[src/rtl/axi_rd_master.sv]
// AXI read master: splits a user read request into AXI bursts of at most
// RBURST_LEN beats, issues them one at a time, forwards every returned beat
// to the user side and flags rlast disagreements with the beat count.
//
// Handshakes: a transfer on any channel happens at the clk edge where valid
// and ready are both 1. The master never drops arvalid, araddr or arlen once
// raised until that edge. axi_rready is high for the whole R state, so every
// rvalid seen in R is a completed beat.
module axi_rd_master #(
  parameter int ADDR_WIDTH = 26,
  parameter int DATA_WIDTH = 32,
  parameter int DATA_LEVEL = 2,
  parameter int RBURST_LEN = 8
) (
  input  logic                  clk,
  input  logic                  rst,
  input  logic                  init_end,
  input  logic                  rd_trig,
  input  logic [7:0]            rd_len,
  input  logic [ADDR_WIDTH-1:0] rd_addr,
  output logic                  rd_ready,
  output logic [DATA_WIDTH-1:0] rd_data,
  output logic                  rd_data_en,
  output logic                  rd_done,
  output logic                  rd_err,
  output logic                  axi_arvalid,
  input  logic                  axi_arready,
  output logic [ADDR_WIDTH-1:0] axi_araddr,
  output logic [7:0]            axi_arlen,
  input  logic                  axi_rvalid,
  output logic                  axi_rready,
  input  logic                  axi_rlast,
  input  logic [DATA_WIDTH-1:0] axi_rdata,
  output logic [1:0]            dbg_state
);

  typedef enum logic [1:0] {
    S_IDLE = 2'd0,
    S_AR   = 2'd1,
    S_R    = 2'd2,
    S_DONE = 2'd3
  } state_t;

  // Burst limit widened to 9 bits so RBURST_LEN=256 compares correctly.
  localparam logic [8:0] LP_BURST = 9'(RBURST_LEN);

  state_t                  r_state;
  state_t                  w_next;
  logic [ADDR_WIDTH-1:0]   r_cur_addr;
  logic [7:0]              r_remaining;
  logic [7:0]              r_beats;
  logic [7:0]              r_beat_cnt;
  logic [7:0]              r_arlen;
  logic [DATA_WIDTH-1:0]   r_rd_data;
  logic                    r_rd_data_en;
  logic                    r_rd_done;
  logic                    r_rd_err;

  logic                    w_accept;
  logic                    w_r_hs;
  logic                    w_last_beat;
  logic                    w_burst_end;
  logic                    w_load;
  logic                    w_rlast_bad;
  logic [ADDR_WIDTH-1:0]   w_step;
  logic [ADDR_WIDTH-1:0]   w_src_addr;
  logic [7:0]              w_src_rem;
  logic [7:0]              w_src_beats;

  assign w_accept    = rd_trig && rd_ready;
  assign w_r_hs      = (r_state == S_R) && axi_rvalid;
  assign w_last_beat = (r_beat_cnt == r_beats - 8'd1);
  assign w_burst_end = w_r_hs && w_last_beat;
  assign w_rlast_bad = w_r_hs && (axi_rlast != w_last_beat);
  assign w_load      = w_accept || w_burst_end;

  // Address/length of the next burst: from the request when idle, otherwise
  // advanced past the burst that is finishing now (wraps at 2^ADDR_WIDTH).
  assign w_step      = ADDR_WIDTH'(r_beats) * ADDR_WIDTH'(DATA_LEVEL);
  assign w_src_addr  = (r_state == S_IDLE) ? rd_addr : r_cur_addr + w_step;
  assign w_src_rem   = (r_state == S_IDLE) ? rd_len  : r_remaining - r_beats;
  assign w_src_beats = ({1'b0, w_src_rem} < LP_BURST) ? w_src_rem : LP_BURST[7:0];

  assign rd_data     = r_rd_data;
  assign rd_data_en  = r_rd_data_en;
  assign rd_done     = r_rd_done;
  assign rd_err      = r_rd_err;
  assign axi_araddr  = r_cur_addr;
  assign axi_arlen   = r_arlen;
  assign dbg_state   = r_state;

  // State register.
  always_ff @(posedge clk or posedge rst) begin
    if (rst) r_state <= S_IDLE;
    else     r_state <= w_next;
  end

  // Next-state and state-decoded outputs; rd_ready is masked during reset.
  always_comb begin
    w_next      = r_state;
    rd_ready    = 1'b0;
    axi_arvalid = 1'b0;
    axi_rready  = 1'b0;
    case (r_state)
      S_IDLE: begin
        rd_ready = init_end && !rst;
        if (rd_trig && init_end) w_next = (rd_len == 8'd0) ? S_DONE : S_AR;
      end
      S_AR: begin
        axi_arvalid = 1'b1;
        if (axi_arready) w_next = S_R;
      end
      S_R: begin
        axi_rready = 1'b1;
        if (w_burst_end) w_next = (w_src_rem != 8'd0) ? S_AR : S_DONE;
      end
      S_DONE: w_next = S_IDLE;
      default: w_next = S_IDLE;
    endcase
  end

  // Datapath: burst bookkeeping, beat forwarding, done pulse, sticky error.
  always_ff @(posedge clk or posedge rst) begin
    if (rst) begin
      r_cur_addr   <= '0;
      r_remaining  <= '0;
      r_beats      <= '0;
      r_beat_cnt   <= '0;
      r_arlen      <= '0;
      r_rd_data    <= '0;
      r_rd_data_en <= 1'b0;
      r_rd_done    <= 1'b0;
      r_rd_err     <= 1'b0;
    end else begin
      r_rd_data_en <= w_r_hs;
      if (w_r_hs) r_rd_data <= axi_rdata;
      // Registered from DONE so the pulse lands after the last data beat.
      r_rd_done <= (r_state == S_DONE);
      if (w_accept)         r_rd_err <= 1'b0;
      else if (w_rlast_bad) r_rd_err <= 1'b1;
      if (w_load) begin
        r_cur_addr  <= w_src_addr;
        r_remaining <= w_src_rem;
        r_beats     <= w_src_beats;
        r_arlen     <= w_src_beats - 8'd1;
        r_beat_cnt  <= '0;
      end else if (w_r_hs) begin
        r_beat_cnt  <= r_beat_cnt + 8'd1;
      end
    end
  end

endmodule

[config.mk]
export PLATFORM = sky130hd
export DESIGN_NAME = axi_rd_master
export DESIGN_NICKNAME = d
export VERILOG_FILES = /design/src/rtl/axi_rd_master.sv
export SDC_FILE = /design/constraint.sdc
export NUM_CORES = 1
export LEC_CHECK = 0
export BUFFER_PORTS_ARGS = -buffer_cell sky130_fd_sc_hd__buf_2
export CAP_MARGIN = 0
export CORE_MARGIN = 8
export CORE_UTILIZATION = 48
export DETAILED_ROUTE_END_ITERATION = 10
export MAX_ROUTING_LAYER = met4
export PLACE_DENSITY = 0.77
export SLEW_MARGIN = 20
export SYNTH_ARGS = -nofsm -noshare
export SYNTH_HDL_FRONTEND = slang
export SYNTH_SLANG_ARGS = --single-unit
[constraint.sdc]
create_clock -name clk -period 2.85 [get_ports clk]
set_input_delay 0 -clock clk [delete_from_list [all_inputs] [get_ports clk]]
set_output_delay 0 -clock clk [all_outputs]
set_load 0.03 [all_outputs]
==> impl_metrics.yaml <==
die:
  io_pins: 147
  fp.dieW_um: 122
  die_y_um: 122
  core.rowCount: 38
  core_area_mm2: 0.0109
  die_area_mm2: 0.0149
  initial_core_util_pct: 49.6
detailed_routing:
  routedWlPerCell_um: 17.3
  drtPass1Iterations: 6
  drc: 0
  via_per_inst: 5.64
  vias: 5444
  drt-total-wl_um: 16700
  drtIter0Drc: 351
  ant_nets: 0
yosys:
  synth_cells: 602
  synth_top_area_share_pct: 44.1
  syn_nets: 695
  yosysMostFrequentCell: "nand2_1"
  async_flop_share_pct: 100
  synth_edf_count: 0
  syn_area_mm2: 0.00540
  synth_warnings: 0
  ys_seq_elements: 95
  netlist_top_cells_count: "nand2_1, dfrtp_1, nor2_1"
  synth_area_leaders: "dfrtp_1, nand2_1, ha_1"
  yosysTopAreaCell: "dfrtp_1"
  synth_area_per_cell_um2: 8.96
  ys_types: 76
  synth_flop_cell: "dfrtp_1"
  yosysSeqAreaShare_pct: 44.1
pwr:
  p_switching_w: 0.00383
  power.leakage_nw: 3.52
  p_seq_share_pct: 29.0
  power_frac_clock_pct: 13.0
  p_per_area_mw_per_mm2: 1090
  swShare_pct: 48.1
  peakVddDrop_mv: 0.631
  p_int_w: 0.00413
  p_comb_share_pct: 58.0
sta:
  post-route-period-util_pct: 103
  fin_worst_skew_ns: 0.0101
  tightest_slew_ns: 0.684
  hold_viol_final: 0
  setup_viol: 3
  fmax_mhz: 341
  slew_headroom_pct: 54.4
  period_minus_slack_ns: 2.93
  maxSlewViolCount: 0
  setup_slack_ns: -0.0826
  tns_ns: -0.124
  rsz0062_at_grt: "yes"
cells_and_area:
  area_growth_syn_to_layout_pct: 35.8
  postLayoutCellArea_mm2: 0.00733
  final_net_count: 913
  utilization_pct: 67.3
  drive_above_1_share_pct: 28.4
clocking:
  numCtsBuffers: 9
  cts_htree_levels: 3
  clockBufferDepth: 2
  insertion_delay_ns: 0.36
  cts_tree: "done"
  cts_root_buffer: "clkbuf_8"
  cts_sinks: 95
  clkSlewWorstSetupHoldPaths_ns: 0.09
worst_setup_path:
  worstPathArrival_ns: 3.20
  critPathCaptureType: "flip-flop"
  crit_path_max_fanout: 3
  required_ns: 3.12
  startpoint_type: "flip-flop"
  timing_worst_setup_path_type: "reg2reg"
place:
  port_buffers: 146
  gp_congestion: 0.857
  hpwl_um: 11600
  placed_area_mm2: 0.00646
global_routing:
  grt_pass1_wl_um: 27300
  grtUsageTotal_pct: 23.3
  grt_pass1_vias: 5626
  antenna_found_initial: 0
  grt_overflow_total: 0
  grt_start_max_net_pins: 58
outcome:
  violations: "setup timing"
  status: "complete, but fails checks"
worst_hold_path:
  hp-class: "in2reg"
flow_run:
  drv_cap: 0
area by class of cell:
| cell class | instances | area (um^2) |
|---|---|---|
| fill | 857 | 3560 |
| multi-input combinational | 459 | 2860 |
| sequential | 95 | 2380 |
| timing repair buffer | 240 | 1630 |
| tap | 140 | 175 |
| clock buffer | 11 | 131 |
| clock inverter | 4 | 95.1 |
| inverter | 15 | 58.8 |
| antenna | 1 | 2.50 |
through the flow:
step / instances / hold WS [ns] / total power (W) / setup slack [ns]
finish: 965 / 0.0288 / 0.00796 / -0.0826
global route: 964 / 0.0232 / 0.00848 / -0.230
CTS: 961 / 0.00381 / 0.00784 / -0.0900
detailed placement: 885 / 0.196 / 0.00670 / -0.127
global placement: 885 / 0.186 / 0.00655 / -0.0244
floorplan: 602 / 0.105 / 0.00542 / -0.0366
power by group through the flow:
| stage | clock (W) | sequential (W) | combinational (W) |
|---|---|---|---|
| floorplan | 0 | 0.00312 | 0.00230 |
| global placement | 0 | 0.00228 | 0.00426 |
| detailed placement | 0 | 0.00231 | 0.00438 |
| CTS | 0.00105 | 0.00229 | 0.00449 |
| global route | 0.00110 | 0.00238 | 0.00500 |
| finish | 0.00103 | 0.00231 | 0.00462 |
timing repair:
item,CTS,global route
setup buffers,4,3
pin swaps,9,8
resized for setup,0,5
endpoints found under the hold margin,112,0
hold buffers,57,0
setup endpoints to repair,3,39
worst paths after layout:
kind                           startpoint        endpoint  slack [ns]  depth (start not counted)
min in group asynchronous             rst     rd_data[23]        0.37                          3
hold / removal                rd_addr[20]  axi_araddr[20]        0.03                          3
hold reg to reg                rd_data[0]      rd_data[0]        0.47                          2
max in group asynchronous             rst  axi_araddr[13]        1.52                          4
setup / recovery           r_remaining[0]    axi_arlen[2]       -0.08                         13
setup reg to reg           r_remaining[0]    axi_arlen[2]       -0.08                         13
state kept, by name, indices dropped and copies added, names as in the netlist:
signal / flops
r_beat_cnt: 8
axi_arlen: 8
axi_araddr: 26
rd_done: 1
r_remaining: 8
r_beats: 8
rd_err: 1
rd_data_en: 1
rd_data: 32
dbg_state: 2
critical path: stages, from the launching register on:
cell and delay [ns]:
dfrtp_1 0.39, inv_2 0.07, ha_4 0.13, inv_2 0.03, fa_2 0.34, a211o_1 0.31, a21oi_2 0.21, o311ai_4 0.12
nor3b_4 0.29, nand3_4 0.09, or2_4 0.28, ha_4 0.16, or3_1 0.29, a31oi_1 0.13
cells by family after synthesis:
logic type,after synthesis,synth area share [%]
AOI/OAI and AO/OA,144,18.8
xor gates and xnor gates,21,3.41
adders and majority gates,20,4.92
buffers and inverters,48,4.22
DFF,95,44.1
muxes,2,0.394
and+or+nand+nor,272,24.2
metal layers:
| layer | routed length (um) | share of wire (%) | GRT usage [%] | vias to the layer above |
|---|---|---|---|---|
| met2 | 8490 | 51 | 39.1 | 220 |
| met4 | 439 | 2.6 | 9.79 | 0 |
| met1 | 6700 | 40 | 26.8 | 2638 |
| met5 | 0 | 0 | - | - |
| li1 | - | - | - | 2547 |
| met3 | 1050 | 6.3 | 4.44 | 39 |
cell usage in the layout (no fill, tap or decap), types with 4 or more instances in the layout:
cell type,count
buf_2,146
nand2_1,137
dfrtp_1,94
dlygate4sd3_1,57
nor2_1,47
a21oi_1,37
buf_4,33
o21ai_0,24
ha_1,16
nand3_1,15
inv_1,12
xnor2_1,12
a31oi_1,11
o21a_1,10
xor2_1,9
nor2b_1,9
a21o_1,9
o22ai_1,9
clkbuf_8,9
or3_1,8
and3_1,8
nand4_1,7
nor3_1,6
nor3b_1,5
a31o_2,5
a2bb2oi_1,5
buf_12,4
Note: power is estimated with default switching activity, not from simulation.
